$ cat config.mk
export PLATFORM = sky130hd
export DESIGN_NAME = music_box_state_record
export DESIGN_NICKNAME = d
export VERILOG_FILES = /design/src/rtl/music_box_pkg.sv /design/src/rtl/sample_fifo.sv /design/src/rtl/music_box_state_record.sv
export SDC_FILE = /design/constraint.sdc
export NUM_CORES = 1
export LEC_CHECK = 0
export ABC_AREA = 1
export ABC_CLOCK_PERIOD_IN_PS = 3490
export CAP_MARGIN = 20
export CORE_MARGIN = 2
export CORE_UTILIZATION = 54
export DETAILED_ROUTE_END_ITERATION = 10
export HOLD_SLACK_MARGIN = 0.05
export PLACE_DENSITY = 0.82
export RECOVER_POWER = 50
export SETUP_SLACK_MARGIN = 0.4
export SYNTH_ARGS = -nofsm -noshare
export SYNTH_HDL_FRONTEND = slang
export SYNTH_SLANG_ARGS = --single-unit
$ cat constraint.sdc
create_clock -name clock_50Mhz -period 3.49 [get_ports clock_50Mhz]
set_input_delay 0.698 -clock clock_50Mhz [delete_from_list [all_inputs] [get_ports clock_50Mhz]]
set_output_delay 0.698 -clock clock_50Mhz [all_outputs]
set_load 0.005 [all_outputs]
$ cat src/rtl/music_box_pkg.sv
// music_box_pkg
// Shared definitions for the music box recording path: the recorder state
// encoding, the top-level mainState value that selects recording, and the
// SDRAM word-address width.
package music_box_pkg;

  localparam int         SDRAM_ADDR_W    = 25;
  localparam logic [4:0] MAIN_STATE_CODE = 5'd2;

  // IDLE must stay at zero: debugString reads all-zero while idle.
  typedef enum logic [2:0] {
    ST_IDLE   = 3'd0,
    ST_RECORD = 3'd1,
    ST_DRAIN  = 3'd2,
    ST_DONE   = 3'd3,
    ST_FAIL   = 3'd4
  } rec_state_e;

endpackage

$ cat src/rtl/sample_fifo.sv
// sample_fifo
// Synchronous FIFO holding captured audio samples until the SDRAM writer can
// take them. A push into a full FIFO is accepted only when a pop happens in
// the same cycle; otherwise it is ignored. A pop from an empty FIFO is ignored.
// Ports:
//   clock, reset      clock, asynchronous active-high reset
//   flush             synchronous clear of all contents
//   push, din         write request and data
//   pop, dout         read request; dout shows the head (valid when !empty)
//   full, empty       occupancy flags
module sample_fifo #(
  parameter int WIDTH = 16,
  parameter int DEPTH = 4   // power of two so the pointers wrap naturally
) (
  input  logic             clock,
  input  logic             reset,
  input  logic             flush,
  input  logic             push,
  input  logic             pop,
  input  logic [WIDTH-1:0] din,
  output logic [WIDTH-1:0] dout,
  output logic             full,
  output logic             empty
);

  localparam int PTR_W = (DEPTH > 1) ? $clog2(DEPTH) : 1;

  logic [WIDTH-1:0] mem [DEPTH];
  logic [PTR_W-1:0] wr_ptr;
  logic [PTR_W-1:0] rd_ptr;
  logic [PTR_W:0]   count;
  logic             do_push;
  logic             do_pop;

  assign empty   = (count == '0);
  assign full    = (count == (PTR_W+1)'(DEPTH));
  assign do_pop  = pop && !empty && !flush;
  assign do_push = push && (!full || do_pop) && !flush;
  assign dout    = mem[rd_ptr];

  always_ff @(posedge clock or posedge reset) begin
    if (reset) begin
      wr_ptr <= '0;
      rd_ptr <= '0;
      count  <= '0;
    end else if (flush) begin
      wr_ptr <= '0;
      rd_ptr <= '0;
      count  <= '0;
    end else begin
      if (do_push) wr_ptr <= wr_ptr + PTR_W'(1);
      if (do_pop)  rd_ptr <= rd_ptr + PTR_W'(1);
      if (do_push && !do_pop)      count <= count + (PTR_W+1)'(1);
      else if (do_pop && !do_push) count <= count - (PTR_W+1)'(1);
    end
  end

  always_ff @(posedge clock) begin
    if (do_push) mem[wr_ptr] <= din;
  end

endmodule

$ cat src/rtl/music_box_state_record.sv
// music_box_state_record
// Records SAMPLE_COUNT audio samples into SDRAM while mainState selects the
// recording state. Samples are buffered in a small FIFO and written one
// command at a time using a valid/accepted handshake.
// Ports:
//   clock_50Mhz, reset             clock, asynchronous active-high reset
//   mainState                      top-level state; anything but MAIN_STATE_CODE aborts
//   sample_tick, audioInput        one-cycle sample strobe and its data
//   stateComplete, stateFailed     recording done / FIFO overflow
//   debugString                    {4'd0, state, writeAddr}
//   sdram_*                        write command interface (read side unused)
//
// state  | meaning
// IDLE   | waiting; entered whenever mainState is not the recording code
// RECORD | capturing samples and writing them out
// DRAIN  | all samples captured, emptying the FIFO
// DONE   | every sample written; stateComplete held
// FAIL   | FIFO overflowed; outstanding command finishes, no new ones
module music_box_state_record
  import music_box_pkg::*;
#(
  parameter logic [4:0] MAIN_STATE_CODE = music_box_pkg::MAIN_STATE_CODE,
  parameter int         SAMPLE_COUNT    = 220500,
  parameter int         FIFO_DEPTH      = 4
) (
  input  logic                    clock_50Mhz,
  input  logic                    reset,
  input  logic [4:0]              mainState,
  input  logic                    sample_tick,
  input  logic [15:0]             audioInput,
  output logic                    stateComplete,
  output logic                    stateFailed,
  output logic [31:0]             debugString,
  output logic [SDRAM_ADDR_W-1:0] sdram_inputAddress,
  output logic [15:0]             sdram_writeData,
  output logic                    sdram_isWriting,
  output logic                    sdram_inputValid,
  input  logic                    sdram_recievedCommand,
  input  logic                    sdram_isBusy,
  input  logic [15:0]             sdram_readData,
  input  logic                    sdram_outputValid
);

  localparam int CNT_W = $clog2(SAMPLE_COUNT + 1);

  rec_state_e              state;
  rec_state_e              state_nxt;
  logic [CNT_W-1:0]        sample_count;
  logic [SDRAM_ADDR_W-1:0] write_addr;
  logic [15:0]             fifo_head;
  logic                    fifo_full;
  logic                    fifo_empty;
  logic                    active;
  logic                    tick_push;
  logic                    issue;
  logic                    accept;
  logic                    overflow;
  logic                    last_sample;
  logic                    unused_read_side;

  assign unused_read_side = ^{sdram_readData, sdram_outputValid};

  assign active      = (mainState == MAIN_STATE_CODE);
  assign tick_push   = active && (state == ST_RECORD) && sample_tick;
  assign issue       = active && ((state == ST_RECORD) || (state == ST_DRAIN)) &&
                       !fifo_empty && !sdram_inputValid && !sdram_isBusy;
  assign accept      = sdram_inputValid && sdram_recievedCommand;
  // A pop in the same cycle frees the slot, so a full FIFO only overflows
  // when no write is being issued.
  assign overflow    = tick_push && fifo_full && !issue;
  assign last_sample = tick_push && (sample_count == CNT_W'(SAMPLE_COUNT - 1));

  assign debugString = {4'd0, state, write_addr};

  sample_fifo #(
    .WIDTH (16),
    .DEPTH (FIFO_DEPTH)
  ) u_sample_fifo (
    .clock (clock_50Mhz),
    .reset (reset),
    .flush (!active),
    .push  (tick_push),
    .pop   (issue),
    .din   (audioInput),
    .dout  (fifo_head),
    .full  (fifo_full),
    .empty (fifo_empty)
  );

  always_comb begin
    state_nxt = state;
    case (state)
      ST_IDLE:   state_nxt = ST_RECORD;
      ST_RECORD: begin
        if (overflow)         state_nxt = ST_FAIL;
        else if (last_sample) state_nxt = ST_DRAIN;
      end
      ST_DRAIN:  if (fifo_empty && !sdram_inputValid) state_nxt = ST_DONE;
      default:   state_nxt = state;
    endcase
    if (!active) state_nxt = ST_IDLE;
  end

  always_ff @(posedge clock_50Mhz or posedge reset) begin
    if (reset) begin
      state              <= ST_IDLE;
      sample_count       <= '0;
      write_addr         <= '0;
      stateComplete      <= 1'b0;
      stateFailed        <= 1'b0;
      sdram_inputAddress <= '0;
      sdram_writeData    <= '0;
      sdram_isWriting    <= 1'b0;
      sdram_inputValid   <= 1'b0;
    end else if (!active) begin
      state              <= ST_IDLE;
      sample_count       <= '0;
      write_addr         <= '0;
      stateComplete      <= 1'b0;
      stateFailed        <= 1'b0;
      sdram_inputAddress <= '0;
      sdram_writeData    <= '0;
      sdram_isWriting    <= 1'b0;
      sdram_inputValid   <= 1'b0;
    end else begin
      state         <= state_nxt;
      stateComplete <= (state_nxt == ST_DONE);
      stateFailed   <= (state_nxt == ST_FAIL);
      if (tick_push && !overflow) sample_count <= sample_count + CNT_W'(1);
      // issue needs inputValid low and accept needs it high, so they never coincide
      if (issue) begin
        sdram_inputAddress <= write_addr;
        sdram_writeData    <= fifo_head;
        sdram_isWriting    <= 1'b1;
        sdram_inputValid   <= 1'b1;
      end else if (accept) begin
        sdram_isWriting  <= 1'b0;
        sdram_inputValid <= 1'b0;
        write_addr       <= write_addr + SDRAM_ADDR_W'(1);
      end
    end
  end

endmodule

# Word-level counts from Yosys, hierarchy flattened
# Memory sizes are Yosys's and may differ from the RTL's.
# Cells that the tools add are included.
# op_classes
n_addsub	6
mul	0
div_mod_pow	0
order_cmp	0
eq_ne	15
n_shift	0
n_mux	29
bitwise_logic	0
reduce_logical	31
# ops
operator	count
25-bit 2-to-1 mux	5
18-bit 2-to-1 mux	2
16-bit 2-to-1 mux	2
25-bit by 1-bit adder with 25-bit output, second input constant	1
3-bit 2-to-1 mux	8
18-bit by 1-bit adder with 18-bit output, second input constant	1
18-bit == test, second input constant	1
1-bit logical AND	18
2-bit by 1-bit != test with 1-bit output, second input constant	5
3-bit one-hot mux with 3 select lines	1
1-bit logical NOT	8
2-bit 2-to-1 mux	4
1-bit 2-to-1 mux	7
3-bit by 2-bit == test with 1-bit output, second input constant	2
3-bit == test, second input constant	2
3-bit logical NOT	2
3-bit by 1-bit != test with 1-bit output, second input constant	2
5-bit by 2-bit == test with 1-bit output, second input constant	1
2-bit by 1-bit adder with 2-bit output, second input constant	2
3-bit by 1-bit adder with 3-bit output, second input constant	1
3-bit by 1-bit == test with 1-bit output, second input constant	1
3-bit by 1-bit subtractor with 3-bit output, second input constant	1
1-bit logical OR	2
2-bit != test, second input constant	1
2-bit AND reduction	1
# totals
regBits	97
latchBits	0
mem_bits_rw	64
mem_bits_ro	0
inputBits	43
output_inout_bits	77
elab_cells	93
memories	1
# memory_table
name	depth	width	read_ports	rd_clocked_by_memory_dff	wr	line_no	source
u_sample_fifo.mem	4	16	1	0	1	sample_fifo.sv:28	logic [WIDTH-1:0] mem [DEPTH];

# Logic depth before layout (Yosys ltp)
# logic_depth
word_depth	16
ltp_mapped	13
mapped_depth_nobuf	13

# Hierarchy
# From an unflattened synthesis, not the netlist that was laid out.
# unflattened
hier_cells	853
hier_area_um2	7612.3
# modules_own_cells
module	instances	cells_each	area_each_um2	seq_area_each_um2
music_box_state_record	1	627	4722.0	2252.2
sample_fifo	1	226	2890.3	2097.0

# Least setup slack after synthesis
# OpenSTA, ideal clock, no wires.
# synth_path
kind	input to register
start	input port mainState[3]
end	memory u_sample_fifo.mem[0][0] (enable)
setup_ns	0.389
arrival_time_ns	2.253
slack_ns	0.849
cell_stages	8
path_buffers	1
path_cell_list	nor2_2 nand2_2 nor2_8 nand3_4 nand2_1 nand2_2 buf_2 nor2_1
# synth_between
elab_chain_len	12
word_cells_on_any_way	14
classes_between	1 x eq/ne; 2 x mux; 11 x reduce/logical
# synth_rtl
element	line_no	source
start, declared	music_box_state_record.sv:28	input logic [4:0] mainState,
5-bit by 2-bit == test with 1-bit output *	music_box_state_record.sv:63	assign active = (mainState == MAIN_STATE_CODE);
1-bit logical AND (2 in series)	music_box_state_record.sv:65	assign issue = active && ((state == ST_RECORD) || (state == ST_DRAIN)) &&
1-bit logical AND (2 in series)	music_box_state_record.sv:66	!fifo_empty && !sdram_inputValid && !sdram_isBusy;
1-bit logical AND (2 in series)	sample_fifo.sv:37	assign do_pop = pop && !empty && !flush;
1-bit logical OR	sample_fifo.sv:38	assign do_push = push && (!full || do_pop) && !flush;
1-bit logical AND	sample_fifo.sv:38	
1-bit logical AND *	sample_fifo.sv:38	
1-bit 2-to-1 mux *	sample_fifo.sv:59	if (do_push) mem[wr_ptr] <= din;
1-bit 2-to-1 mux (implied by the code) *	sample_fifo.sv:59	
end, declared	sample_fifo.sv:28	
# Mark *: on every way between the ends. The rest lies on a longest branch, timed or not.

# Final worst setup path
# layout_path
start	input port mainState[3]
end	register u_sample_fifo.count[2]
# layout_between
elab_chain_len	13
word_cells_on_any_way	19
classes_between	2 x eq/ne; 2 x mux; 15 x reduce/logical
# layout_rtl
element	line_no	source
5-bit by 2-bit == test with 1-bit output *	music_box_state_record.sv:63	
1-bit logical AND (2 in series)	music_box_state_record.sv:65	
1-bit logical AND (2 in series)	music_box_state_record.sv:66	
1-bit logical AND (2 in series)	sample_fifo.sv:37	
1-bit logical OR	sample_fifo.sv:38	
1-bit logical AND (2 in series)	sample_fifo.sv:38	
1-bit logical NOT or 1-bit logical AND (tied branches)	sample_fifo.sv:54, sample_fifo.sv:53	
1-bit logical AND or 3-bit 2-to-1 mux (tied branches)	sample_fifo.sv:54, sample_fifo.sv:53	
3-bit by 1-bit != test with 1-bit output (no source line) or 3-bit 2-to-1 mux (tied branches)	-	
end signal, assigned	sample_fifo.sv:53	if (do_push && !do_pop) count <= count + (PTR_W+1)'(1);
end signal, assigned	sample_fifo.sv:54	else if (do_pop && !do_push) count <= count - (PTR_W+1)'(1);
end, declared	sample_fifo.sv:31	logic [PTR_W:0] count;
# Marked as above.
# A chain may end at the register's enable or synchronous reset.

==> results.md <==
- Setup Skew: 0.0107 ns
- Final-report hold violation count: 0
- Routed WL: approximately 18000 um
- Hold_buf cts: 0
- Fraction of layout cells with a size suffix above 1: 6.48%
- Number of CTS-inserted buffers: 17
- Maxcap violations: 1
- Final Cell Area: between 0.009 and 0.01 mm^2
- Leakage power: approximately 3.9 nW
- Die height: 122 um
- Placer Congestion: between 0.9 and 1
- Initial antenna violation count: 0
- Tot Pwr: slightly above 4 mW
- Top cells by area, synth: dfrtp_1 (32%), edfxtp_1 (25%), nand2_1 (12%)
- Core box area: 0.0138 mm^2
- WP data required: 3.81 ns
- Post-synth top cells: nand2_1 (233), dfrtp_1 (97), nor2_1 (77)
- Synth cell types: 36
- Post-place instance area: slightly below 0.009 mm^2
- CP Max Fanout: 15
- Mapped Area: 0.00756 mm^2
- TritonRoute pass-1 iters: 5
- Post-CTS Setup Bufs: 0
- Root Buffer: clkbuf_16
- Vias in the first global route: 6045
- CTS tree: built
- Setup_tns: 0 ns
- Max frequency: 362 MHz
- Largest net degree at the start of global routing: 42
- M3 GR Usage: between 5 and 6%
- Critical path endpoint category: register
- Syn_area_per_cell: between 9 and 10 um^2
- Global-route wire length before repair: 29200 um
- Starting Density: 54.9%
- Post-DRT Antenna Nets: 0
- Grt peak-use layer: met2
- Routed len/inst: between 15 and 20 um
- # diodes: 0
- First-iteration detailed-routing DRC count: ~600
- Worst-Margin Slew: ~1.5 ns
- Post-CTS sizing: 0
- Die Span X: 122 um
- FP Rows: 43
- CTS Sinks: approximately 160
- Post-synthesis register bit count: between 150 and 200
- Hpwl dp: roughly 11000 um
- Multiplexer area fraction after synthesis: 0%
- Final min period: 2.76 ns
- Combinational family with the most area after synthesis: simple AND/OR/NAND/NOR gates
- Met2 usage: between 40% and 50%
- DRC viols: 0
- Slew headroom: 1.12%
- CP startpoint kind: input port
- Full die area: about 0.015 mm^2
- Pwr dens: between 400 and 500 mW/mm^2
- Synth-to-layout area growth: 23.6%
- FILL cells: between 1000 and 1500
- Gr usage total: between 20% and 30%
- Register area: 0.00435 mm^2
- Fin worst setup slack: 0.730 ns
- Buffers on Ports: between 90 and 100
- EDFF count, synth: between 60 and 70
- Synth top area share: 32.1%
- Worst VDD drop: roughly 380 uV
- Synth Area in Adders: under 10%
- Failing checks: capacitance limit
- Compound-cell area share of the yosys netlist: under 10%
- Final setup viols: 0
- Cell taking the most area after synthesis: dfrtp_1
- Clock Pin Slew Worst Setup and Hold Paths: approximately 0.060 ns
- Nets@finish: 979
- Pre-CTS setup slack: about 0.63 ns
- Post-Synth XOR/XNOR Area: roughly 1.5%
- Final period util: about 79%
- Ys flop type: dfrtp_1
- Sequential fraction of the synthesis area: a little under three fifths
- GR Util met1: roughly a third
- Simple-Gate Fraction of Synth Area: between 20% and 30%
- Max Root-Sink Buffers: 2
- R2R setup slack: approximately 1.2 ns
- # IOs: 120
- Vias: 6214
- Clock Latency Late Sink: 0.43 ns
- Vias per cell: around 5.5
- H-tree depth: 4
- Grt total ovfl: 0
- Yosys warns: 0
- Hold Path Class: reg -> reg
- Critical path arrival: 3.08 ns
- Post-synthesis cell count: just over 800
- Status: finished, violations left
- RSZ-0062 raised after global routing: false
- Area taken by multi-input logic gates: 0.00273 mm^2
- Crit Path Class: in -> reg
- Slew Viols, Final: 0
- Count leader, synth: nand2_1
- Ys async rst share: approximately three fifths
-- per-layer routing --
metal  vias up  share of wire, %
met5         -                 0
met2       242                50
met1      2972                42
li1       2977                 -
met4         0               1.4
met3        23               6.1
-- state kept, by name, summed over array words and instances, names as in the netlist --
name,cells
stateFailed,1
sample_count,18
sdram_inputAddress,25
u_sample_fifo.wr_ptr,2
sdram_writeData,16
sdram_inputValid,1
u_sample_fifo.rd_ptr,2
stateComplete,1
state,3
u_sample_fifo.count,3
u_sample_fifo.mem,64
write_addr,25
-- logic make-up after synthesis --
| kind of cell | after synthesis |
|---|---|
| compound gates | 117 |
| xor+xnor | 13 |
| fa+ha+maj | 7 |
| buf+inv | 114 |
| flops | 161 |
| other cells | 1 |
| simple gates | 416 |
-- per-stage QoR --
step | util, % | hold slack (ns) | std cells
3_5_place_dp | 63.2 | 0.475 | 1089
4_1_cts | 67.8 | 0.491 | 1121
3_3_place_gp | 63.2 | 0.467 | 1089
6_report | 67.8 | 0.480 | 1122
2_1_floorplan | - | 0.476 | 832
5_1_grt | 67.8 | 0.502 | 1122
-- area by class of cell --
class / count / share of cell area (%)
repair buffers: 111 / 11.7
flip-flops and latches: 161 / 46.5
clock buffers: 19 / 4.74
inverters: 81 / 3.27
clock inverters: 13 / 2.09
multi-input cells: 557 / 29.2
well taps: 180 / 2.41
-- cell usage in the layout (no fill, tap or decap), types with 6 or more instances in the layout --
| cell type | instances |
|---|---|
| o21ai_0 | 37 |
| nand3_1 | 47 |
| a21oi_1 | 28 |
| a32oi_1 | 16 |
| a22o_1 | 17 |
| nand4_1 | 23 |
| clkdlybuf4s50_1 | 50 |
| inv_1 | 73 |
| edfxtp_1 | 64 |
| dfrtp_1 | 97 |
| inv_6 | 6 |
| buf_4 | 10 |
| dlygate4sd3_1 | 48 |
| o21ai_1 | 14 |
| clkbuf_16 | 17 |
| ha_1 | 6 |
| nor2_1 | 78 |
| nor3_1 | 20 |
| xor2_1 | 12 |
| nand2_1 | 235 |
-- power breakdown --
group          switching, mW  leakage (nW)  total [mW]  internal (mW)
combinational         0.0610          1.63      0.0908         0.0298
sequential           0.00104          1.93        1.97           1.97
clock                  0.771         0.314        2.00           1.23
-- worst max-delay path, cell delays in order --
cell           delay, ns
dlygate4sd3_1       0.53
nor2_1              0.17
nand2_1             0.15
nor2_8              0.27
nand4_2             0.14
nand3_1             0.12
inv_1               0.06
fa_1                0.37
xnor2_1             0.19
inv_1               0.06
nand2_1             0.08
nand2_1             0.08
nand2_1             0.08
nand2_1             0.06
-- final timing paths --
check / startpoint / cells past startpoint / endpoint
max: mainState[3] / 14 / u_sample_fifo.count[2]
min: sdram_inputAddress[11] / 2 / sdram_inputAddress[11]
max reg2reg: u_sample_fifo.rd_ptr[0] / 5 / sdram_writeData[6]
min reg2reg: sdram_inputAddress[11] / 2 / sdram_inputAddress[11]
max in group asynchronous: reset / 3 / sample_count[6]
min in group asynchronous: reset / 2 / sdram_writeData[6]
No activity file was read; power rests on OpenSTA's default activity.
